`src/rtl/icache_direct.sv`:
```
// icache_direct: direct-mapped, one-word-per-set instruction cache.
//
// Lookups are combinational in IDLE. A miss latches the fetch address and
// moves to FILL, which holds a single memory read until iwait drops. Flush
// clears every valid bit. A flush on the same edge that a fill completes
// discards the fill write.
//
// Optional feature (macro ICACHE_STATS_EN): adds saturating hit_count and
// miss_count outputs.
//
// Parameters:
//   SETS   number of sets (power of two, 2..64)
//   TAG_W  tag width, 32 - 2 - log2(SETS)
// Ports:
//   CLK, RST        clock, asynchronous active-high reset
//   imemREN         datapath read request
//   imemaddr        datapath fetch address (bits [1:0] ignored)
//   ihit, imemload  hit strobe and instruction word (zero when no hit)
//   flush           invalidate all sets
//   iREN, iaddr     memory-side read request and word address
//   iwait, iload    memory busy flag and read data
//   hit_count, miss_count  (ICACHE_STATS_EN only) event counters
module icache_direct #(
    parameter int unsigned SETS  = 16,
    parameter int unsigned TAG_W = 32 - 2 - $clog2(SETS)
) (
    input  logic        CLK,
    input  logic        RST,
    input  logic        imemREN,
    input  logic [31:0] imemaddr,
    output logic        ihit,
    output logic [31:0] imemload,
    input  logic        flush,
    output logic        iREN,
    output logic [31:0] iaddr,
    input  logic        iwait,
    input  logic [31:0] iload
`ifdef ICACHE_STATS_EN
    ,
    output logic [31:0] hit_count,
    output logic [31:0] miss_count
`endif
);

    localparam int unsigned IdxW = $clog2(SETS);

    typedef enum logic {StIdle, StFill} state_e;

    state_e            state_q, state_d;
    logic [29:0]       miss_addr_q, miss_addr_d;   // word address of the pending fill
    logic [SETS-1:0]   valid_q, valid_d;
    logic [TAG_W-1:0]  tag_q  [SETS];
    logic [31:0]       data_q [SETS];

    logic [IdxW-1:0]   req_idx;
    logic [TAG_W-1:0]  req_tag;
    logic [IdxW-1:0]   fill_idx;
    logic [TAG_W-1:0]  fill_tag;
    logic              lookup_hit;
    logic              fill_we;
    logic              miss_start;

    assign req_idx  = imemaddr[2 +: IdxW];
    assign req_tag  = imemaddr[31 -: TAG_W];
    assign fill_idx = miss_addr_q[IdxW-1:0];
    assign fill_tag = miss_addr_q[29 -: TAG_W];

    assign lookup_hit = valid_q[req_idx] && (tag_q[req_idx] == req_tag);

    always_comb begin
        state_d     = state_q;
        miss_addr_d = miss_addr_q;
        ihit        = 1'b0;
        iREN        = 1'b0;
        iaddr       = '0;
        fill_we     = 1'b0;
        miss_start  = 1'b0;
        case (state_q)
            StIdle: begin
                // Flush wins over a lookup in the same cycle.
                ihit = imemREN && lookup_hit && !flush;
                if (imemREN && !ihit) begin
                    miss_addr_d = imemaddr[31:2];
                    state_d     = StFill;
                    miss_start  = 1'b1;
                end
            end
            StFill: begin
                iREN  = 1'b1;
                iaddr = {miss_addr_q, 2'b00};
                if (!iwait) begin
                    fill_we = !flush;
                    state_d = StIdle;
                end
            end
            default: state_d = StIdle;
        endcase
    end

    assign imemload = ihit ? data_q[req_idx] : '0;

    always_comb begin
        valid_d = valid_q;
        if (flush) begin
            valid_d = '0;
        end else if (fill_we) begin
            valid_d[fill_idx] = 1'b1;
        end
    end

    always_ff @(posedge CLK or posedge RST) begin
        if (RST) begin
            state_q     <= StIdle;
            miss_addr_q <= '0;
            valid_q     <= '0;
        end else begin
            state_q     <= state_d;
            miss_addr_q <= miss_addr_d;
            valid_q     <= valid_d;
        end
    end

    // Tag/data storage needs no reset: entries are qualified by valid_q, and
    // reset forces StIdle so no write can land while RST is high.
    always_ff @(posedge CLK) begin
        if (fill_we) begin
            tag_q[fill_idx]  <= fill_tag;
            data_q[fill_idx] <= iload;
        end
    end

`ifdef ICACHE_STATS_EN
    logic [31:0] hit_cnt_q, miss_cnt_q;

    always_ff @(posedge CLK or posedge RST) begin
        if (RST) begin
            hit_cnt_q  <= '0;
            miss_cnt_q <= '0;
        end else begin
            if (ihit && (hit_cnt_q != 32'hFFFF_FFFF)) begin
                hit_cnt_q <= hit_cnt_q + 32'd1;
            end
            if (miss_start && (miss_cnt_q != 32'hFFFF_FFFF)) begin
                miss_cnt_q <= miss_cnt_q + 32'd1;
            end
        end
    end

    assign hit_count  = hit_cnt_q;
    assign miss_count = miss_cnt_q;
`else
    logic unused_miss_start;
    assign unused_miss_start = miss_start;
`endif

    // Byte-offset bits never take part in a lookup.
    logic unused_addr_bits;
    assign unused_addr_bits = ^imemaddr[1:0];

endmodule

```
`config.mk`:
```
export PLATFORM = sky130hd
export DESIGN_NAME = icache_direct
export DESIGN_NICKNAME = d
export VERILOG_FILES = /design/src/rtl/icache_direct.sv
export SDC_FILE = /design/constraint.sdc
export NUM_CORES = 1
export LEC_CHECK = 0
export BUFFER_PORTS_ARGS = -buffer_cell sky130_fd_sc_hd__buf_2
export CAP_MARGIN = 0
export CORE_UTILIZATION = 53
export DETAILED_ROUTE_END_ITERATION = 10
export GPL_TIMING_DRIVEN = 0
export HOLD_SLACK_MARGIN = 0.08
export PLACE_DENSITY = 0.8
export SLEW_MARGIN = 20
export SYNTH_ARGS = -nofsm -noshare
export SYNTH_HDL_FRONTEND = slang
export SYNTH_SLANG_ARGS = --single-unit
```
`constraint.sdc`:
```
create_clock -name CLK -period 13.8 [get_ports CLK]
set_clock_uncertainty 0.05 [all_clocks]
set_input_delay 2.76 -clock CLK [delete_from_list [all_inputs] [get_ports CLK]]
set_output_delay 2.76 -clock CLK [all_outputs]
set_load 0.05 [all_outputs]
```
==> impl_results.html <==
<table>
<tr><th>Metric</th><th>Value</th></tr>
<tr><th colspan="2">Die</th></tr>
<tr><td>Std cell rows</td><td>97</td></tr>
<tr><td>Die X</td><td>270 µm</td></tr>
<tr><td>Die Outline Area</td><td>73,000 µm²</td></tr>
<tr><td>I/O pin total</td><td>135</td></tr>
<tr><td>DIE HEIGHT</td><td>270 µm</td></tr>
<tr><td>Initial Util</td><td>0.540</td></tr>
<tr><td>Core area</td><td>70,600 µm²</td></tr>
<tr><th colspan="2">Synth</th></tr>
<tr><td>Synthesized area</td><td>38,100 µm²</td></tr>
<tr><td>Top-count cell post-synth</td><td>sky130_fd_sc_hd__edfxtp_1</td></tr>
<tr><td>Fraction of registers with async set/reset</td><td>0.0482</td></tr>
<tr><td>Warnings, synthesis</td><td>0</td></tr>
<tr><td>Syn_area_per_cell</td><td>22.1 µm²</td></tr>
<tr><td>Share of the synthesized area in the top cell type</td><td>0.731</td></tr>
<tr><td>Post-Syn Instances</td><td>1,723</td></tr>
<tr><td>Number of flip-flops and latches in the synthesized netlist</td><td>975</td></tr>
<tr><td>Top post-synthesis cells by count</td><td>sky130_fd_sc_hd__edfxtp_1, sky130_fd_sc_hd__mux4_2, sky130_fd_sc_hd__mux2i_1</td></tr>
<tr><td>Synth Flop Type</td><td>sky130_fd_sc_hd__edfxtp_1</td></tr>
<tr><td>Count of flip-flops with a built-in enable after synthesis</td><td>928</td></tr>
<tr><td>Cell type with the highest aggregate area in the netlist</td><td>sky130_fd_sc_hd__edfxtp_1</td></tr>
<tr><td>Cells taking the most area after synthesis</td><td>sky130_fd_sc_hd__edfxtp_1, sky130_fd_sc_hd__mux4_2, sky130_fd_sc_hd__dfrtp_1, sky130_fd_sc_hd__mux2i_1, sky130_fd_sc_hd__mux2_4</td></tr>
<tr><td>Number of distinct library cells after synthesis</td><td>54</td></tr>
<tr><td>Sequential element share of the synthesized area</td><td>0.762</td></tr>
<tr><th colspan="2">Timing</th></tr>
<tr><td>Worst slew margin relative to its limit</td><td>0.268</td></tr>
<tr><td>Final critical path time including I/O delays and setup</td><td>10.83 ns</td></tr>
<tr><td>Number of slew-limit violations in the final report</td><td>0</td></tr>
<tr><td>Number of hold violations in the final report</td><td>0</td></tr>
<tr><td>Final Setup Violations</td><td>0</td></tr>
<tr><td>Setup TNS</td><td>0 ns</td></tr>
<tr><td>Final Cycle Share</td><td>0.785</td></tr>
<tr><td>Hold slack final</td><td>0.452 ns</td></tr>
<tr><td>Unrepaired setup endpoints after global routing</td><td>false</td></tr>
<tr><td>Pin slew with the least headroom to its limit</td><td>1.10 ns</td></tr>
<tr><td>Fmax</td><td>92.3 MHz</td></tr>
<tr><th colspan="2">GRT</th></tr>
<tr><td>Final global-route overflow total</td><td>0</td></tr>
<tr><td>Antenna violations before repair</td><td>5</td></tr>
<tr><td>Maximum number of pins on one net before global-route repair</td><td>48</td></tr>
<tr><td>Via count of the first global-routing pass</td><td>20,300</td></tr>
<tr><td>Tot GR Track Use</td><td>0.278</td></tr>
<tr><td>Global-route wire length before repair</td><td>143,000 µm</td></tr>
<tr><th colspan="2">Clocking</th></tr>
<tr><td>TritonCTS clock tree</td><td>built</td></tr>
<tr><td>Deepest clock path buffer count</td><td>3</td></tr>
<tr><td>Cell at the root of the clock tree</td><td>sky130_fd_sc_hd__clkbuf_16</td></tr>
<tr><td>Clock slew at reported path FFs</td><td>0.06 ns</td></tr>
<tr><td>CTS Sinks</td><td>975</td></tr>
<tr><td>CTS hold repair buffers</td><td>0</td></tr>
<tr><td>Clock latency on the worst-skew pair</td><td>0.66 ns</td></tr>
<tr><td>CTS HTree Levels</td><td>3</td></tr>
<tr><td>Post-CTS setup buffer count</td><td>0</td></tr>
<tr><td>Cts repair resizes</td><td>0</td></tr>
<tr><td>Number of buffers created by CTS</td><td>92</td></tr>
<tr><th colspan="2">Critical path</th></tr>
<tr><td>Required time at the worst-slack endpoint</td><td>10.99 ns</td></tr>
<tr><td>Arrival time of data at the critical path endpoint</td><td>8.02 ns</td></tr>
<tr><td>Setup crit start kind</td><td>input pin</td></tr>
<tr><td>Number of cells traversed by the worst register-to-register path</td><td>8</td></tr>
<tr><td>Top fanout value on the critical path</td><td>10</td></tr>
<tr><td>Startpoint of the worst register-to-register path</td><td>state_q</td></tr>
<tr><td>Reg-to-Reg End</td><td>data_q[1][12]</td></tr>
<tr><td>Type of the worst setup path</td><td>in -&gt; out</td></tr>
<tr><td>Type of element capturing the critical path</td><td>output pin</td></tr>
<tr><td>Worst reg2reg setup slack</td><td>10.10 ns</td></tr>
<tr><th colspan="2">Power</th></tr>
<tr><td>Power per Cell Area</td><td>145 nW/µm²</td></tr>
<tr><td>Static leakage</td><td>14.7 nW</td></tr>
<tr><td>P_sw</td><td>1.48 mW</td></tr>
<tr><td>Net Sw Frac</td><td>0.231</td></tr>
<tr><td>Register share of total power</td><td>0.539</td></tr>
<tr><td>Combinational Power Share</td><td>0.074</td></tr>
<tr><td>Int Power</td><td>4.94 mW</td></tr>
<tr><td>Part of the total power dissipated in the clock network</td><td>0.387</td></tr>
<tr><td>Max IR drop VDD</td><td>0.132 mV</td></tr>
<tr><th colspan="2">Drt</th></tr>
<tr><td>Met2 wire len</td><td>50,300 µm</td></tr>
<tr><td>Met3 wirelength from detailed routing</td><td>10,800 µm</td></tr>
<tr><td>Routed vias</td><td>20,000</td></tr>
<tr><td>Router iterations before antenna repair</td><td>6</td></tr>
<tr><td>Post-route DRC violation count</td><td>0</td></tr>
<tr><td>Via count normalized by instance count</td><td>6.56</td></tr>
<tr><td>Top Layer Used</td><td>met5</td></tr>
<tr><td>Iteration-0 DRC count of the detailed router</td><td>2,877</td></tr>
<tr><td>Final wirelength</td><td>101,000 µm</td></tr>
<tr><td>Post-DR wirelength/cell</td><td>33.2 µm</td></tr>
<tr><td>Met1 layer wirelength in the final routing</td><td>35,200 µm</td></tr>
<tr><td>DRT antenna net count</td><td>0</td></tr>
<tr><th colspan="2">Cells and area</th></tr>
<tr><td>Share of cells above drive strength 1</td><td>0.325</td></tr>
<tr><td>Number of fill cells</td><td>4,579</td></tr>
<tr><td>Post-route design area</td><td>44,300 µm²</td></tr>
<tr><td>Final std cells w/o fill</td><td>3,041</td></tr>
<tr><td>Area growth from synthesis to layout</td><td>16.2%</td></tr>
<tr><td>Area used by multi-input combinational logic</td><td>8670 µm²</td></tr>
<tr><td>Footprint of the flip-flops and latches</td><td>29,000 µm²</td></tr>
<tr><td>Nets</td><td>2,092</td></tr>
<tr><th colspan="2">Min path</th></tr>
<tr><td>Hold path cells</td><td>2</td></tr>
<tr><td>Hold Crit Start</td><td>valid_q[4]</td></tr>
<tr><td>Kind of path behind the tightest hold check</td><td>reg -&gt; reg</td></tr>
<tr><td>Worst Hold End</td><td>valid_q[4]</td></tr>
<tr><th colspan="2">Placed design</th></tr>
<tr><td>Cell area reported after detailed placement</td><td>41,300 µm²</td></tr>
<tr><td>Total instance count after detailed placement</td><td>2,869</td></tr>
<tr><td>Total half-perimeter wirelength after legalization and detailed placement</td><td>62,200 µm</td></tr>
<tr><td>Global placer's final weighted congestion</td><td>0.856</td></tr>
<tr><td>Count of port buffers added during placement</td><td>124</td></tr>
<tr><th colspan="2">Flow run</th></tr>
<tr><td>Max Cap Violations</td><td>0</td></tr>
<tr><th colspan="2">Run status</th></tr>
<tr><td>Result of the run</td><td>finished clean</td></tr>
</table>
## power by group through the flow
stage	sequential, mW	clock (mW)	combinational, mW
4_1_cts	3.46	2.50	0.471
6_report	3.46	2.49	0.472
3_3_place_gp	3.52	0	0.432
5_1_grt	3.47	2.60	0.490
3_5_place_dp	3.52	0	0.464
2_1_floorplan	3.49	0	0.296
## final cells by class
type	count	share of cell area
diodes	5	0.000282
plain buffers	94	0.0114
clock buffers	127	0.0568
clock inverters	40	0.00927
inverters	5	0.000480
multi-input cells	650	0.196
flip-flops and latches	975	0.656
well taps	940	0.0266
repair buffers	205	0.0438
## worst max path at each step
stage	cells after the start	start	slack [ns]	endpoint
after detailed placement	13	imemaddr[5]	3.24	imemload[2]
after floorplan	11	imemaddr[2]	5.25	imemload[10]
final	13	imemaddr[5]	2.97	imemload[2]
after global routing	13	imemaddr[5]	3.08	imemload[2]
after CTS	13	imemaddr[5]	3.21	imemload[2]
after global placement	4	flush	0.15	data_q[3][12]
## layer usage
layer / up-vias / track usage
met3: 296 / 0.0535
met1: 10400 / 0.360
met4: 4 / 0.121
met5: - / 0
li1: 7774 / -
met2: 1531 / 0.462
## cell usage in the layout (no fill, tap or decap), types with 9 or more instances in the layout
cell type                   count
sky130_fd_sc_hd__a22oi_1       17
sky130_fd_sc_hd__clkinv_2      11
sky130_fd_sc_hd__clkinv_1      15
sky130_fd_sc_hd__buf_12        20
sky130_fd_sc_hd__nor2_4        12
sky130_fd_sc_hd__clkbuf_1      55
sky130_fd_sc_hd__clkbuf_16     93
sky130_fd_sc_hd__nor2b_1       40
sky130_fd_sc_hd__mux2_4        29
sky130_fd_sc_hd__mux2_2        17
sky130_fd_sc_hd__buf_16        22
sky130_fd_sc_hd__buf_1         14
sky130_fd_sc_hd__buf_6         14
sky130_fd_sc_hd__xnor2_1       22
sky130_fd_sc_hd__mux4_2       233
sky130_fd_sc_hd__edfxtp_1     928
sky130_fd_sc_hd__a221oi_1       9
sky130_fd_sc_hd__clkbuf_2       9
sky130_fd_sc_hd__buf_2        145
sky130_fd_sc_hd__xor2_1         9
sky130_fd_sc_hd__and2_1        33
sky130_fd_sc_hd__mux2i_1       83
sky130_fd_sc_hd__nand3_1       10
sky130_fd_sc_hd__dfrtp_1       47
sky130_fd_sc_hd__buf_4         48
sky130_fd_sc_hd__nor2_1        42
## stage by stage
step           setup WS, ns  utilization  power [mW]
6_report               2.97        0.627        6.42
5_1_grt                3.08        0.627        6.56
4_1_cts                3.21        0.627        6.43
3_5_place_dp           3.24        0.585        3.99
3_3_place_gp          0.146        0.565        3.95
2_1_floorplan          5.25            -        3.78
## cells by family after synthesis
| logic type | share of synthesized area |
|---|---|
| buffers and inverters | 0.0135 |
| XOR/XNOR | 0.00712 |
| multiplexers | 0.176 |
| flip-flops | 0.762 |
| AO/OA/AOI/OAI | 0.0136 |
| AND/OR/NAND/NOR | 0.0274 |
| other | 0.0000984 |
## worst max-delay path, cell delays in order
cell                        delay, ns
sky130_fd_sc_hd__buf_2           0.10
sky130_fd_sc_hd__buf_2           0.31
sky130_fd_sc_hd__buf_1           0.84
sky130_fd_sc_hd__clkbuf_1        0.76
sky130_fd_sc_hd__o211ai_1        0.23
sky130_fd_sc_hd__nand3_1         0.22
sky130_fd_sc_hd__xnor2_1         0.14
sky130_fd_sc_hd__o2111ai_1       0.29
sky130_fd_sc_hd__a2111oi_4       0.49
sky130_fd_sc_hd__nand3b_1        0.51
sky130_fd_sc_hd__clkbuf_1        0.50
sky130_fd_sc_hd__nor2b_1         0.49
sky130_fd_sc_hd__buf_2           0.35
## sequential cells by signal (all words and copies together) (netlist names)
name and count:
data_q 512, tag_q 416, miss_addr_q 30, valid_q 16, state_q 1
No activity file was read; power rests on OpenSTA's default activity.
